**src/rtl/latch_write_scheduler_pkg.sv**
```systemverilog
// Shared types and timing defaults for the latch write scheduler.
package latch_sched_pkg;

    typedef enum logic [1:0] {
        IDLE  = 2'd0,
        SETUP = 2'd1,
        OPEN  = 2'd2,
        HOLD  = 2'd3
    } state_t;

    localparam int DEF_N         = 4;
    localparam int DEF_W         = 8;
    localparam int DEF_SETUP_CYC = 1;
    localparam int DEF_OPEN_CYC  = 2;
    localparam int DEF_HOLD_CYC  = 1;

    // Wide enough to hold the longest phase length minus one, plus a spare bit.
    function automatic int cnt_width(input int a, input int b, input int c);
        int m;
        m = a;
        if (b > m) m = b;
        if (c > m) m = c;
        return $clog2(m) + 1;
    endfunction

endpackage

```
**src/rtl/latch_write_scheduler_rr_arbiter.sv**
```systemverilog
// Combinational round-robin pick: first set req bit at or after ptr, modulo N.
module rr_arbiter #(
    parameter int N  = 4,
    parameter int PW = $clog2(N)
) (
    input  logic [N-1:0]  req,
    input  logic [PW-1:0] ptr,
    output logic [N-1:0]  win_oh,
    output logic [PW-1:0] win_idx
);

    logic          found;
    logic [PW-1:0] cand;

    always_comb begin
        win_oh  = '0;
        win_idx = '0;
        found   = 1'b0;
        cand    = '0;
        for (int k = 0; k < N; k++) begin
            cand = PW'((int'(ptr) + k) % N);
            if (!found && req[cand]) begin
                found        = 1'b1;
                win_oh[cand] = 1'b1;
                win_idx      = cand;
            end
        end
    end

endmodule

```
**src/rtl/latch_write_scheduler.sv**
```systemverilog
// Shares one latch bank between N writers; sequences data/enable through
// setup, open and hold phases so D is stable around the transparency window.
//
//   state | meaning
//   IDLE  | sample req, arbitrate, capture winner data
//   SETUP | lat_d driven, enable closed
//   OPEN  | enable low, latches transparent
//   HOLD  | enable closed, lat_d still held; done on last cycle
module latch_write_scheduler
    import latch_sched_pkg::*;
#(
    parameter int N         = DEF_N,
    parameter int W         = DEF_W,
    parameter int SETUP_CYC = DEF_SETUP_CYC,
    parameter int OPEN_CYC  = DEF_OPEN_CYC,
    parameter int HOLD_CYC  = DEF_HOLD_CYC
) (
    input  logic           clk,
    input  logic           rst,
    input  logic [N-1:0]   req,
    input  logic [N*W-1:0] wdata,
    output logic [N-1:0]   gnt,
    output logic [N-1:0]   done,
    output logic           busy,
    output logic [W-1:0]   lat_d,
    output logic           lat_en_n
);

    localparam int CW = cnt_width(SETUP_CYC, OPEN_CYC, HOLD_CYC);
    localparam int PW = $clog2(N);

    state_t        state_q, state_n;
    logic [CW-1:0] cnt_q, cnt_n;
    logic [PW-1:0] ptr_q, ptr_n;
    logic [PW-1:0] idx_q, idx_n;
    logic [N-1:0]  gnt_n, done_n;
    logic [W-1:0]  lat_d_n;
    logic          busy_n, lat_en_n_n;

    logic [N-1:0]  win_oh;
    logic [PW-1:0] win_idx;

    rr_arbiter #(.N(N), .PW(PW)) u_arb (
        .req     (req),
        .ptr     (ptr_q),
        .win_oh  (win_oh),
        .win_idx (win_idx)
    );

    always_ff @(posedge clk) begin
        if (rst) begin
            state_q  <= IDLE;
            cnt_q    <= '0;
            ptr_q    <= '0;
            idx_q    <= '0;
            gnt      <= '0;
            done     <= '0;
            busy     <= 1'b0;
            lat_d    <= '0;
            lat_en_n <= 1'b1;
        end else begin
            state_q  <= state_n;
            cnt_q    <= cnt_n;
            ptr_q    <= ptr_n;
            idx_q    <= idx_n;
            gnt      <= gnt_n;
            done     <= done_n;
            busy     <= busy_n;
            lat_d    <= lat_d_n;
            lat_en_n <= lat_en_n_n;
        end
    end

    always_comb begin
        state_n = state_q;
        cnt_n   = cnt_q;
        ptr_n   = ptr_q;
        idx_n   = idx_q;
        gnt_n   = gnt;
        lat_d_n = lat_d;
        unique case (state_q)
            IDLE: begin
                if (|req) begin
                    state_n = SETUP;
                    cnt_n   = CW'(SETUP_CYC - 1);
                    idx_n   = win_idx;
                    gnt_n   = win_oh;
                    lat_d_n = wdata[int'(win_idx)*W +: W];
                end
            end
            SETUP: begin
                if (cnt_q == '0) begin
                    state_n = OPEN;
                    cnt_n   = CW'(OPEN_CYC - 1);
                end else begin
                    cnt_n = cnt_q - 1'b1;
                end
            end
            OPEN: begin
                if (cnt_q == '0) begin
                    state_n = HOLD;
                    cnt_n   = CW'(HOLD_CYC - 1);
                end else begin
                    cnt_n = cnt_q - 1'b1;
                end
            end
            HOLD: begin
                if (cnt_q == '0) begin
                    state_n = IDLE;
                    cnt_n   = '0;
                    gnt_n   = '0;
                    ptr_n   = (idx_q == PW'(N - 1)) ? '0 : idx_q + 1'b1;
                end else begin
                    cnt_n = cnt_q - 1'b1;
                end
            end
            default: ;
        endcase
        // Outputs are registered, so derive them from the state being entered.
        done_n     = (state_n == HOLD && cnt_n == '0) ? gnt_n : '0;
        busy_n     = (state_n != IDLE);
        lat_en_n_n = (state_n != OPEN);
    end

endmodule

```
**config.mk**
```make
export PLATFORM = sky130hd
export DESIGN_NAME = latch_write_scheduler
export DESIGN_NICKNAME = d
export VERILOG_FILES = /design/src/rtl/latch_write_scheduler_pkg.sv /design/src/rtl/latch_write_scheduler_rr_arbiter.sv /design/src/rtl/latch_write_scheduler.sv
export SDC_FILE = /design/constraint.sdc
export NUM_CORES = 1
export LEC_CHECK = 0
export ABC_AREA = 1
export BUFFER_PORTS_ARGS = -buffer_cell sky130_fd_sc_hd__buf_4
export CORE_AREA = 4 4 70 72
export DETAILED_ROUTE_END_ITERATION = 16
export DIE_AREA = 0 0 74 76
export PLACE_DENSITY = 0.73
export SLEW_MARGIN = 30
export SYNTH_ARGS = -nofsm -noshare
export SYNTH_HDL_FRONTEND = slang
export SYNTH_SLANG_ARGS = --single-unit
```
**constraint.sdc**
```tcl
create_clock -name clk -period 4.4 [get_ports clk]
set_input_delay 0.44 -clock clk [delete_from_list [all_inputs] [get_ports clk]]
set_output_delay 0.44 -clock clk [all_outputs]
set_load 0.1 [all_outputs]
```
# Yosys cells after proc, flatten, opt, wreduce, memory -nomap -nowiden
# Cells that the tools add are included.
[classes] bitwise=4 magnitude_cmp=8 mux=40 shifts=1 reduce_logical=20 add_sub_neg=5 n_eq_ne=6
[op_table] operator="indexed part select 32 x 6 -> 8 bit" count=1
[op_table] operator="2-to-1 mux 2 bit" count=12
[op_table] operator="2-to-1 mux 4 bit" count=6
[op_table] operator="less-than comparator 2 x 3 -> 1 bit, second input constant" count=4
[op_table] operator="OR 4 bit" count=3
[op_table] operator="2-to-1 mux 1 bit" count=11
[op_table] operator="binary-select mux 1 bit (select 2 bit)" count=4
[op_table] operator="demux 1 bit (select 2 bit)" count=4
[op_table] operator="equality test 2 bit, second input constant" count=4
[op_table] operator=">= comparator 2 x 1 -> 1 bit, second input constant" count=4
[op_table] operator="logical AND 1 bit" count=8
[op_table] operator="one-hot mux 2 bit (4 select lines)" count=1
[op_table] operator="one-hot mux 4 bit (2 select lines)" count=1
[op_table] operator="logical NOT 2 bit" count=3
[op_table] operator="one-hot mux 2 bit (3 select lines)" count=1
[op_table] operator="adder 2 x 1 -> 2 bit, second input constant" count=2
[op_table] operator="adder 2 bit, second input constant" count=2
[op_table] operator="AND reduction 2 bit" count=2
[op_table] operator="OR reduction 2 bit" count=2
[op_table] operator="OR reduction 4 bit" count=1
[op_table] operator="logical NOT 1 bit" count=3
[op_table] operator="equality test 2 x 1 -> 1 bit, second input constant" count=1
[op_table] operator="inequality test 2 bit, second input constant" count=1
[op_table] operator="nonzero test 2 bit" count=1
[op_table] operator="2 further kinds" count=2
[totals] inputBits=38 register_bits=26 wordCells=93 output_inout_bits=18

# Logic depth before layout (Yosys ltp)
# Gate-level depths: netlist of run 1.
[logic_depth] ltp_word=14 depth_mapped=15 depth_no_buf=14

# Modules after synthesis
# A second synthesis of run 1 with hierarchy kept.
[unflattened] cells_unflattened=269 area_unflattened_um2=1795.5
[by_module_without_submodules] module="latch_write_scheduler" seq_area_each_um2=520.5 area_each_um2=1356.3 n_inst=1 cells_per_inst=196
[by_module_without_submodules] module="rr_arbiter" seq_area_each_um2=0.0 area_each_um2=439.2 n_inst=1 cells_per_inst=73

# Worst setup path before layout of run 1
# Ideal clock, no wire load.
[synth_path] kind="reg2reg" from="register ptr_q[0]" to="register lat_d[6]" setup_time_ns=0.115 stages_incl_launch_ff=16 setup_slack_ns=2.221 arrival_ns=2.064 required_ns=4.285 period_less_slack_ns=2.179 n_path_buf=1 path_cell_list="dfxtp_1 > inv_4 > ha_1 > inv_1 > nand3_2 > nand2_4 > inv_4 > nor2_8 > nand2_2 > nand2_4 > nand2_4 > buf_12 > nand2_2 > nand3_1 > nand3_1 > nand2_1"
[synth_between] elab_chain_len=13 word_cells_on_any_way=25 cone_classes="add/sub: 3; shift: 1; mux: 15; reduce/logical: 6"
[synth_lines] item="start: declaration" line="latch_write_scheduler.sv:34" source="logic [PW-1:0] ptr_q, ptr_n;"
[synth_lines] item="start signal: assignment" line="latch_write_scheduler.sv:64" source="ptr_q <= ptr_n;"
[synth_lines] item="parallel branches: the longest is 11 deep, another holds adder 2 x 1 -> 2 bit"
[synth_lines] item="2-to-1 mux 2 bit *" line="latch_write_scheduler_rr_arbiter.sv:22" source="if (!found && req[cand]) begin"
[synth_lines] item="indexed part select 32 x 6 -> 8 bit *" line="latch_write_scheduler.sv:88" source="lat_d_n = wdata[int'(win_idx)*W +: W];"
[synth_lines] item="end signal: assignment" line="latch_write_scheduler.sv:69" source="lat_d <= lat_d_n;"
[synth_lines] item="end: declaration" line="latch_write_scheduler.sv:25" source="output logic [W-1:0] lat_d,"
# Mark *: on every way between the ends. The select of a mux whose other input is x is not followed.
# A chain may end at the register's enable or synchronous reset.

# Worst setup path in the final report of run 1
[layout_path] from="register ptr_q[0]" to="register lat_d[3]"
# The elaborated chain is that of the path after synthesis.

==> results of run 1 <==
[power breakdown]
part	switching (mW)	internal, mW
registers	0.0134	0.256
clock network	0.0793	0.122
logic	0.237	0.0940
[per-layer routing]
metal / vias up / wire [um] / share of wire [%]
li1: 980 / - / -
met1: 818 / 1950 / 45
met2: 66 / 2020 / 47
met3: 4 / 308 / 7.1
met4: 0 / 43 / 0.99
met5: - / 0 / 0
[cells in the mapped netlist (all sizes together)]
library cell	count
ha	13
clkbuf	1
nand4	4
o211a	1
o2111ai	1
nand2	83
o21ai	10
or2	1
a21oi	17
a22o	1
clkinv	1
buf	3
nor2	14
o221ai	1
a21boi	5
nor3	3
o22ai	1
inv	24
nand3	51
dfxtp	26
[registers in the layout, indices dropped and copies added, names as in the netlist]
signal / count
busy: 1
cnt_q: 2
done: 4
gnt: 4
idx_q: 2
lat_d: 8
lat_en_n: 1
ptr_q: 2
state_q: 2
[layout make-up]
cell class	instances	area [um2]	area share [%]
inverters	25	98.8	4.19
clock inverters	1	30.0	1.27
flip-flops and latches	26	520	22.1
multi-input cells	206	1190	50.5
well taps	52	65.1	2.76
clock buffers	3	41.3	1.75
repair buffers	55	413	17.5
[critical path, cell delays in order, from the launching register on]
cell,delay [ns]
dfxtp_1,0.59
inv_4,0.15
ha_1,0.38
inv_1,0.12
nand3_2,0.10
nand2_4,0.10
inv_4,0.05
nor2_8,0.11
nand4_4,0.23
nand2_4,0.30
nand2_1,0.08
nand3_1,0.08
nand3_1,0.10
nand2_1,0.07
[cell families after synthesis]
| family | Yosys count |
|---|---|
| fa+ha+maj | 13 |
| compound gates | 37 |
| simple gates | 156 |
| flops | 26 |
| buf+inv | 29 |
[worst max path at each step]
stage,cells past startpoint,endpoint,slack [ns],start
2_1_floorplan,15,lat_d[6],2.22,ptr_q[0]
3_5_place_dp,14,lat_d[3],1.90,ptr_q[0]
6_report,13,lat_d[3],1.87,ptr_q[0]
3_3_place_gp,14,lat_d[3],1.97,ptr_q[0]
4_1_cts,14,lat_d[3],1.89,ptr_q[0]
5_1_grt,13,done[0],1.62,ptr_q[0]
==> impl_metrics.json, run 1 <==
{
  "muxShareOfSynthArea_pct": 0,
  "use_met3_pct": 3.56,
  "critical_path_class": "reg2reg",
  "pin_count": 56,
  "drtIter0Drc": 64,
  "arrival_ns": 2.75,
  "hp-start": "rst",
  "final_area_um2": 2360,
  "die_area_um2": 5620,
  "routed_wl_um": 4320,
  "synth_cell_types": 32,
  "fin_nets": 368,
  "cts_hold_buf": 0,
  "cts_root_buf": "clkbuf_8",
  "tns_ns": 0,
  "start_kind": "flop",
  "grt_pass1_vias": 1707,
  "use_met1_pct": 20.4,
  "synthesis.nets": 312,
  "num_rows": 24,
  "post_cts_buffers": 0,
  "cp_max_fo": 17,
  "cts_buffer_depth": 2,
  "avgViaCountPerCell": 5.08,
  "htree_levels": 1,
  "synth-seq-area-share_pct": 28.2,
  "hold_end": "gnt[1]",
  "cp.required_ns": 4.62,
  "power.density_nw_per_um2": 340,
  "area_growth_pct": 27.8,
  "dp.cells": 364,
  "antenna_cells": 0,
  "port_buffers": 55,
  "r2r_end": "lat_d[3]",
  "synth_compound_area_share_pct": 11.7,
  "dr.pass1.iters": 4,
  "reg2regPathDepth": 13,
  "track_usage_pct": 15.7,
  "outcome": "finished clean",
  "setup_viol": 0,
  "drive_gt1_share_pct": 27.8,
  "max-slew-margin-rel_pct": 51.7,
  "stdcell_count": 368,
  "post-dp-hpwl_um": 3500,
  "synth.avg_cell_area_um2": 7.08,
  "dr_total_vias": 1868,
  "die_x_um": 74,
  "routedWlPerCell_um": 11.7,
  "grt_max_degree": 18,
  "initial_core_util_pct": 43.0,
  "drc_errors": 0,
  "synth_xor_area_share_pct": 0,
  "tightest_slew_ns": 0.722,
  "slew_violations": 0,
  "core-area_um2": 4290,
  "yosysTopAreaCellShare_pct": 28.2,
  "post-route-period-util_pct": 57.6,
  "finalHoldViolations": 0,
  "fin_hold_ws_ns": 0.416,
  "synth_area_um2": 1850,
  "synthAdderAreaFrac_pct": 8.81,
  "grt-ovfl-total": 0,
  "placed_area_um2": 2290,
  "finalCriticalPeriod_ns": 2.53,
  "end_kind": "flop",
  "busiest_layer": "met2",
  "setup_slack_ns": 1.87,
  "finalClockSkew_ns": 0.00865,
  "grt_pass1_wl_um": 7310,
  "max_freq_mhz": 395,
  "gp_congestion": 0.855,
  "yosys-top-cells-area": "dfxtp_1, nand2_1, nand3_1, ha_1, nand2_2",
  "numCtsBuffers": 3,
  "cts_tree": "done",
  "antenna_found_initial": 0,
  "final_core_util_pct": 55.0,
  "place_ws_ns": 1.90,
  "p_total_mw": 0.802,
  "synth_top_family_by_area": "simple AND/OR/NAND/NOR gates",
  "rsz0062_at_grt": "no",
  "worstReg2RegStart": "ptr_q[0]",
  "fillCellCount": 417,
  "cts_resized": 0,
  "r2r_setup_slack_ns": 1.87,
  "final_common_cell": "nand2_1",
  "clkTransAtPathRegs_ns": 0.10,
  "netlist_instances": 261,
  "final_cell_mix": "nand2_1, buf_4, nand3_1",
  "ys_seq_elements": 26,
  "p_leak_nw": 1.17,
  "yosysTopAreaCell": "dfxtp_1",
  "yosys.area_share.simple_pct": 44.0,
  "ir_worst_vdd_uv": 219,
  "drt.antenna.violating_nets": 0,
  "clock_latency_ns": 0.27,
  "gr-usage-met2_pct": 25.2,
  "ys_warn_count": 0,
  "min_path_cells": 2,
  "cts_sinks": 26,
  "maxCapViolCount": 0,
  "die_h_um": 76,
  "hold_class": "in2reg"
}
Power figures use the tool's default switching activity.
==> run 2: changes to the inputs <==
--- a/config.mk
+++ b/config.mk
@@ -5,12 +5,12 @@
 export SDC_FILE = /design/constraint.sdc
 export NUM_CORES = 1
 export LEC_CHECK = 0
-export ABC_AREA = 1
+export ABC_AREA = 0
 export BUFFER_PORTS_ARGS = -buffer_cell sky130_fd_sc_hd__buf_4
-export CORE_AREA = 4 4 70 72
+export CORE_AREA = 4 4 74 76
 export DETAILED_ROUTE_END_ITERATION = 16
-export DIE_AREA = 0 0 74 76
-export PLACE_DENSITY = 0.73
+export DIE_AREA = 0 0 78 80
+export PLACE_DENSITY = 0.75
 export SLEW_MARGIN = 30
 export SYNTH_ARGS = -nofsm -noshare
 export SYNTH_HDL_FRONTEND = slang
==> constraint.sdc (replaced) <==
create_clock -name clk -period 2.11 [get_ports clk]
set_input_delay 0.211 -clock clk [delete_from_list [all_inputs] [get_ports clk]]
set_output_delay 0.211 -clock clk [all_outputs]
set_load 0.1 [all_outputs]
==> impl_metrics.json, run 2 <==
{
  "outcome": "finished, violations left",
  "violations": "setup timing",
  "cts_tree": "done",
  "track_usage_pct": 19.6,
  "dp.cells": 410,
  "critical_path_class": "reg2reg",
  "grt_pass1_vias": 2158,
  "dr.pass1.iters": 4,
  "p_leak_nw": 1.27,
  "stdcell_count": 415,
  "cp_max_fo": 5,
  "synth_xor_area_share_pct": 0,
  "die_x_um": 78,
  "grt-ovfl-total": 0,
  "drc_errors": 0,
  "maxCapViolCount": 0,
  "setup_viol": 17,
  "antenna_found_initial": 0,
  "clock_latency_ns": 0.27,
  "reg2regPathDepth": 9,
  "core-area_um2": 4720,
  "drive_gt1_share_pct": 33.6,
  "max-slew-margin-rel_pct": 57.3,
  "synth.most_common_cell": "nand2_1",
  "finalClockSkew_ns": 0.00194,
  "synth_area_um2": 2110,
  "setup_slack_ns": -0.278,
  "critPathSlowestCell": "mux4_2",
  "fin_hold_ws_ns": 0.226,
  "post-route-period-util_pct": 113,
  "initial_core_util_pct": 44.6,
  "tightest_slew_ns": 0.640,
  "start_kind": "flop",
  "area_growth_pct": 39.4,
  "ys.flop_type": "dfxtp_1",
  "netlist_instances": 271,
  "yosysTopAreaCellShare_pct": 24.7,
  "critPathLaunch": "ptr_q[0]",
  "numCtsBuffers": 3,
  "reg_top3": "lat_d (8), done (4), gnt (4)",
  "ir_worst_vdd_uv": 733,
  "grt_max_degree": 17,
  "finalCriticalPeriod_ns": 2.39,
  "fillCellCount": 410,
  "grt_pass1_wl_um": 10000,
  "synth_top_family_by_area": "compound AO/OA/AOI/OAI gates",
  "antenna_cells": 0,
  "yosys.area_share.simple_pct": 20.6,
  "max_freq_mhz": 419,
  "hp-start": "rst",
  "routedWlPerCell_um": 14.8,
  "drt.antenna.violating_nets": 0,
  "fin_nets": 400,
  "synthAdderAreaFrac_pct": 7.72,
  "routed_wl_um": 6150,
  "final_cell_mix": "buf_4, nand2_1, dfxtp_1",
  "synth-seq-area-share_pct": 24.7,
  "gp_congestion": 0.875,
  "avgViaCountPerCell": 5.53,
  "dr_total_vias": 2295,
  "cts_sinks": 26,
  "largest-register": "lat_d",
  "cp.required_ns": 2.28,
  "muxShareOfSynthArea_pct": 8.90,
  "min_path_cells": 2,
  "worstReg2RegStart": "ptr_q[0]",
  "power.density_nw_per_um2": 1020,
  "synth_compound_area_share_pct": 31.3,
  "yosys-top-cells-area": "dfxtp_1, ha_1, mux2i_1, o21ai_0, nand2_1",
  "synthesis.nets": 322,
  "pin_count": 56,
  "clkTransAtPathRegs_ns": 0.09,
  "largest_reg_flops": 8,
  "slew_violations": 0,
  "synth_cell_types": 44,
  "crit_path_max_incr_delay_ns": 0.57,
  "num_rows": 25,
  "port_buffers": 55,
  "hold_class": "in2reg",
  "finalHoldViolations": 0,
  "yosysTopAreaCell": "dfxtp_1",
  "end_kind": "flop",
  "synth.avg_cell_area_um2": 7.78,
  "synth_edf_count": 0,
  "ys_warn_count": 0,
  "cts_buffer_depth": 2,
  "ys_seq_elements": 26,
  "cts_root_buf": "clkbuf_8",
  "drtIter0Drc": 103,
  "worstPathCellList": "clkinvlp_4 -> ha_4 -> mux4_2 -> nor2b_4 -> buf_6 -> nor2_2 -> o22ai_2 -> nor3_2 -> a2111o_1",
  "htree_levels": 1,
  "final_common_cell": "buf_4",
  "die_area_um2": 6240,
  "tns_ns": -3.01,
  "rsz0062_at_grt": "yes",
  "arrival_ns": 2.55,
  "die_h_um": 80,
  "synth_commonest_cells": "nand2_1, dfxtp_1, o21ai_0",
  "post-dp-hpwl_um": 4600,
  "cts_hold_buf": 0,
  "synthArstFlopShare_pct": 0
}
## run 2: cell types whose count changed in the layout (fill, tap and decap cells not counted), sizes merged, moves of 9 or more
cell / delta
mux2i: +12
a221oi: +10
o21ai: +13
o21bai: +9
nor2b: +9
nand2: -54
buf: +37
inv: -12
nand3: -42
## run 2: cells by family (layout without fill, tap and decap cells)
family	Yosys count	after routing
compound gates	96	96
flops	26	26
fa+ha+maj	13	13
mux	15	15
buf+inv	32	109
simple gates	89	89
## run 2: layout make-up
cell class	instances	area [um2]	area share (%)
Multi-Input combinational cell	213	1520	51.6
Timing Repair Buffer	92	694	23.6
Sequential cell	26	524	17.8
Tap cell	67	83.8	2.85
Clock buffer	4	66.3	2.26
Inverter	13	52.6	1.79
## run 2: path summary, 6_finish.rpt
kind	endpoint	slack, ns
worst min register to register	lat_d[6]	0.48
worst min-delay path	state_q[0]	0.23
worst max-delay path	lat_d[6]	-0.28
worst max register to register	lat_d[6]	-0.28
## run 2: stage by stage
stage / total power, mW / setup slack [ns] / cell area (um2) / util, %
global route: 3.19 / -0.380 / 2940 / 62.2
detailed placement: 2.58 / -0.330 / 2810 / 59.4
CTS: 2.99 / -0.275 / 2910 / 61.7
floorplan: 2.08 / -0.663 / 2140 / -
global placement: 2.56 / -0.195 / 2810 / 59.4
finish: 3.01 / -0.278 / 2940 / 62.2
## run 2: power by group
group / switching (mW) / leakage [nW] / total, mW / internal, mW
combinational: 1.30 / 1.02 / 1.97 / 0.664
clock: 0.160 / 0.0339 / 0.366 / 0.206
sequential: 0.0713 / 0.214 / 0.677 / 0.606
## run 2: metal layers
layer / track usage, % / vias up / routed length (um)
li1: - / 1151 / -
met1: 25.1 / 1048 / 2780
met2: 33.3 / 90 / 2880
met3: 4.18 / 6 / 427
met4: 4.90 / 0 / 63
met5: 0 / - / 0
## run 2: worst max-delay path, delay by kind of cell, from the launching register on
family	cells	cell delay, ns
compound gates	2	0.55
simple gates	3	0.29
fa+ha+maj	1	0.28
buf+inv	2	0.22
flops	1	0.37
mux	1	0.57
## run 2: what timing repair did
action                     4_1_cts  5_1_grt
gates resized for setup          9        4
pin swaps                        4        5
buffers inserted                 1        0
setup endpoints to repair       17       17
==> run 3: changes to the inputs <==
--- a/config.mk
+++ b/config.mk
@@ -5,11 +5,12 @@
 export SDC_FILE = /design/constraint.sdc
 export NUM_CORES = 1
 export LEC_CHECK = 0
-export ABC_AREA = 0
+export ABC_AREA = 1
 export BUFFER_PORTS_ARGS = -buffer_cell sky130_fd_sc_hd__buf_4
-export CORE_AREA = 4 4 74 76
+export CORE_AREA = 4 4 70 72
 export DETAILED_ROUTE_END_ITERATION = 16
-export DIE_AREA = 0 0 78 80
+export DIE_AREA = 0 0 74 76
+export HOLD_SLACK_MARGIN = 0.03
 export PLACE_DENSITY = 0.75
 export SLEW_MARGIN = 30
 export SYNTH_ARGS = -nofsm -noshare
==> impl_metrics.json, run 3 (synthesized netlist as in run 1, its figures left out) <==
{
  "die_area_um2": 5620,
  "path_buf_inv": 4,
  "final_cell_mix": "buf_4, nand2_1, nand3_1",
  "hp-start": "rst",
  "drive_gt1_share_pct": 33.7,
  "cts_buffer_depth": 2,
  "routed_wl_um": 4850,
  "gp_congestion": 0.930,
  "antenna_cells": 0,
  "worstReg2RegStart": "ptr_q[0]",
  "reg_top3": "lat_d (8), done (4), gnt (4)",
  "crit_top_cell": "nand3_1",
  "cts_tree": "done",
  "initial_core_util_pct": 43.0,
  "cp_max_fo": 16,
  "slew_violations": 0,
  "max-slew-margin-rel_pct": 73.6,
  "grt_pass1_wl_um": 7910,
  "num_rows": 24,
  "power.density_nw_per_um2": 650,
  "end_kind": "flop",
  "worstPathCellList": "inv_4 -> ha_2 -> inv_2 -> nand3_2 -> nand2_4 -> inv_4 -> nor2_8 -> nand2_2 -> nand2_4 -> buf_6 -> nand3_1 -> nand3_1 -> nand3_1 -> nand2_1",
  "port_buffers": 55,
  "tns_ns": 0,
  "crit_path_max_incr_delay_ns": 0.36,
  "critical_path_class": "reg2reg",
  "critPathLaunch": "ptr_q[0]",
  "avgViaCountPerCell": 5.15,
  "post-route-period-util_pct": 92.7,
  "cts_sinks": 26,
  "cts_root_buf": "clkbuf_8",
  "p_total_mw": 1.62,
  "start_kind": "flop",
  "setup_viol": 0,
  "clkTransAtPathRegs_ns": 0.09,
  "cp.required_ns": 2.33,
  "final_area_um2": 2500,
  "r2r_setup_slack_ns": 0.15,
  "critPathSlowestCell": "dfxtp_2",
  "arrival_ns": 2.18,
  "post-dp-hpwl_um": 3730,
  "grt_max_degree": 18,
  "p_leak_nw": 1.23,
  "max_freq_mhz": 511,
  "numCtsBuffers": 3,
  "setup_slack_ns": 0.154,
  "largest_reg_flops": 8,
  "grt_pass1_vias": 1881,
  "place_ws_ns": 0.0492,
  "antenna_found_initial": 0,
  "grt-ovfl-total": 0,
  "finalCriticalPeriod_ns": 1.96,
  "fin_nets": 381,
  "core-area_um2": 4290,
  "path_delay_family": "simple AND/OR/NAND/NOR gates",
  "drc_errors": 0,
  "final_common_cell": "buf_4",
  "tightest_slew_ns": 0.393,
  "dr.pass1.iters": 5,
  "maxCapViolCount": 0,
  "largest-register": "lat_d",
  "area_growth_pct": 35.2,
  "die_x_um": 74,
  "hold_class": "in2reg",
  "clock_latency_ns": 0.27,
  "routedWlPerCell_um": 12.7,
  "dr_total_vias": 1964,
  "outcome": "finished clean",
  "drtIter0Drc": 101,
  "ir_worst_vdd_uv": 380,
  "rsz0062_at_grt": "no",
  "htree_levels": 1,
  "die_h_um": 76,
  "drt.antenna.violating_nets": 0,
  "pin_count": 56,
  "placed_area_um2": 2340,
  "finalClockSkew_ns": 0.00567,
  "finalHoldViolations": 0,
  "track_usage_pct": 17.0
}
-- run 3: cell count changes in the layout (fill, tap and decap cells not counted), moves of 6 or more --
| cell | change |
|---|---|
| mux2i_1 | -12 |
| nor2b_1 | -7 |
| o21ai_0 | -9 |
| nor2_1 | -8 |
| nand2_2 | +15 |
| o211ai_1 | -7 |
| nand2b_1 | -6 |
| buf_4 | -26 |
| o31a_1 | -7 |
| nand3_1 | +37 |
| o21bai_1 | -9 |
| nand2_1 | +35 |
| inv_1 | +9 |
-- run 3: layer usage --
metal	part of all wire [%]	vias to the layer above	wire, um	global-route usage, %
met1	43	880	2070	21.2
met3	6.4	8	311	3.43
met4	0.99	0	48	5.25
met5	0	-	0	0
met2	50	69	2420	28.6
li1	-	1007	-	-
-- run 3: path summary, 6_finish.rpt --
kind / depth (start not counted) / end
hold reg to reg: 2 / lat_d[6]
hold / removal: 2 / gnt[3]
setup / recovery: 14 / lat_d[2]
setup reg to reg: 14 / lat_d[2]
-- run 3: timing repair --
action | CTS | global route
setup buffers | 0 | 5
endpoints found under the setup margin | 0 | 16
hold buffers | 0 | 0
gates resized for setup | 0 | 13
-- run 3: metrics by stage --
step / hold slack [ns] / util [%] / cells
6_report: 0.182 / 58.1 / 381
3_3_place_gp: 0.441 / 54.6 / 371
4_1_cts: 0.177 / 55.9 / 375
5_1_grt: 0.191 / 58.1 / 381
2_1_floorplan: 0.385 / - / 261
3_5_place_dp: 0.444 / 54.6 / 371
-- run 3: power by group --
part           switching (mW)  total [mW]  internal [mW]
Combinational           0.515       0.735          0.220
Sequential             0.0264       0.561          0.534
Clock                   0.160       0.327          0.167
-- run 3: area by class of cell --
class	instances	area [um2]
Clock buffer	4	55.1
Fill cell	413	1800
Inverter	25	98.8
Multi-Input combinational cell	207	1240
Sequential cell	26	523
Tap cell	52	65.1
Timing Repair Buffer	67	510
-- run 3: worst register-to-register path: stages, from the launching register on --
cell and delay (ns):
dfxtp_2 0.36, inv_4 0.03, ha_2 0.31, inv_2 0.09, nand3_2 0.10, nand2_4 0.10, inv_4 0.06, nor2_8 0.11
nand2_2 0.12, nand2_4 0.14, buf_6 0.17, nand3_1 0.09, nand3_1 0.09, nand3_1 0.08, nand2_1 0.06
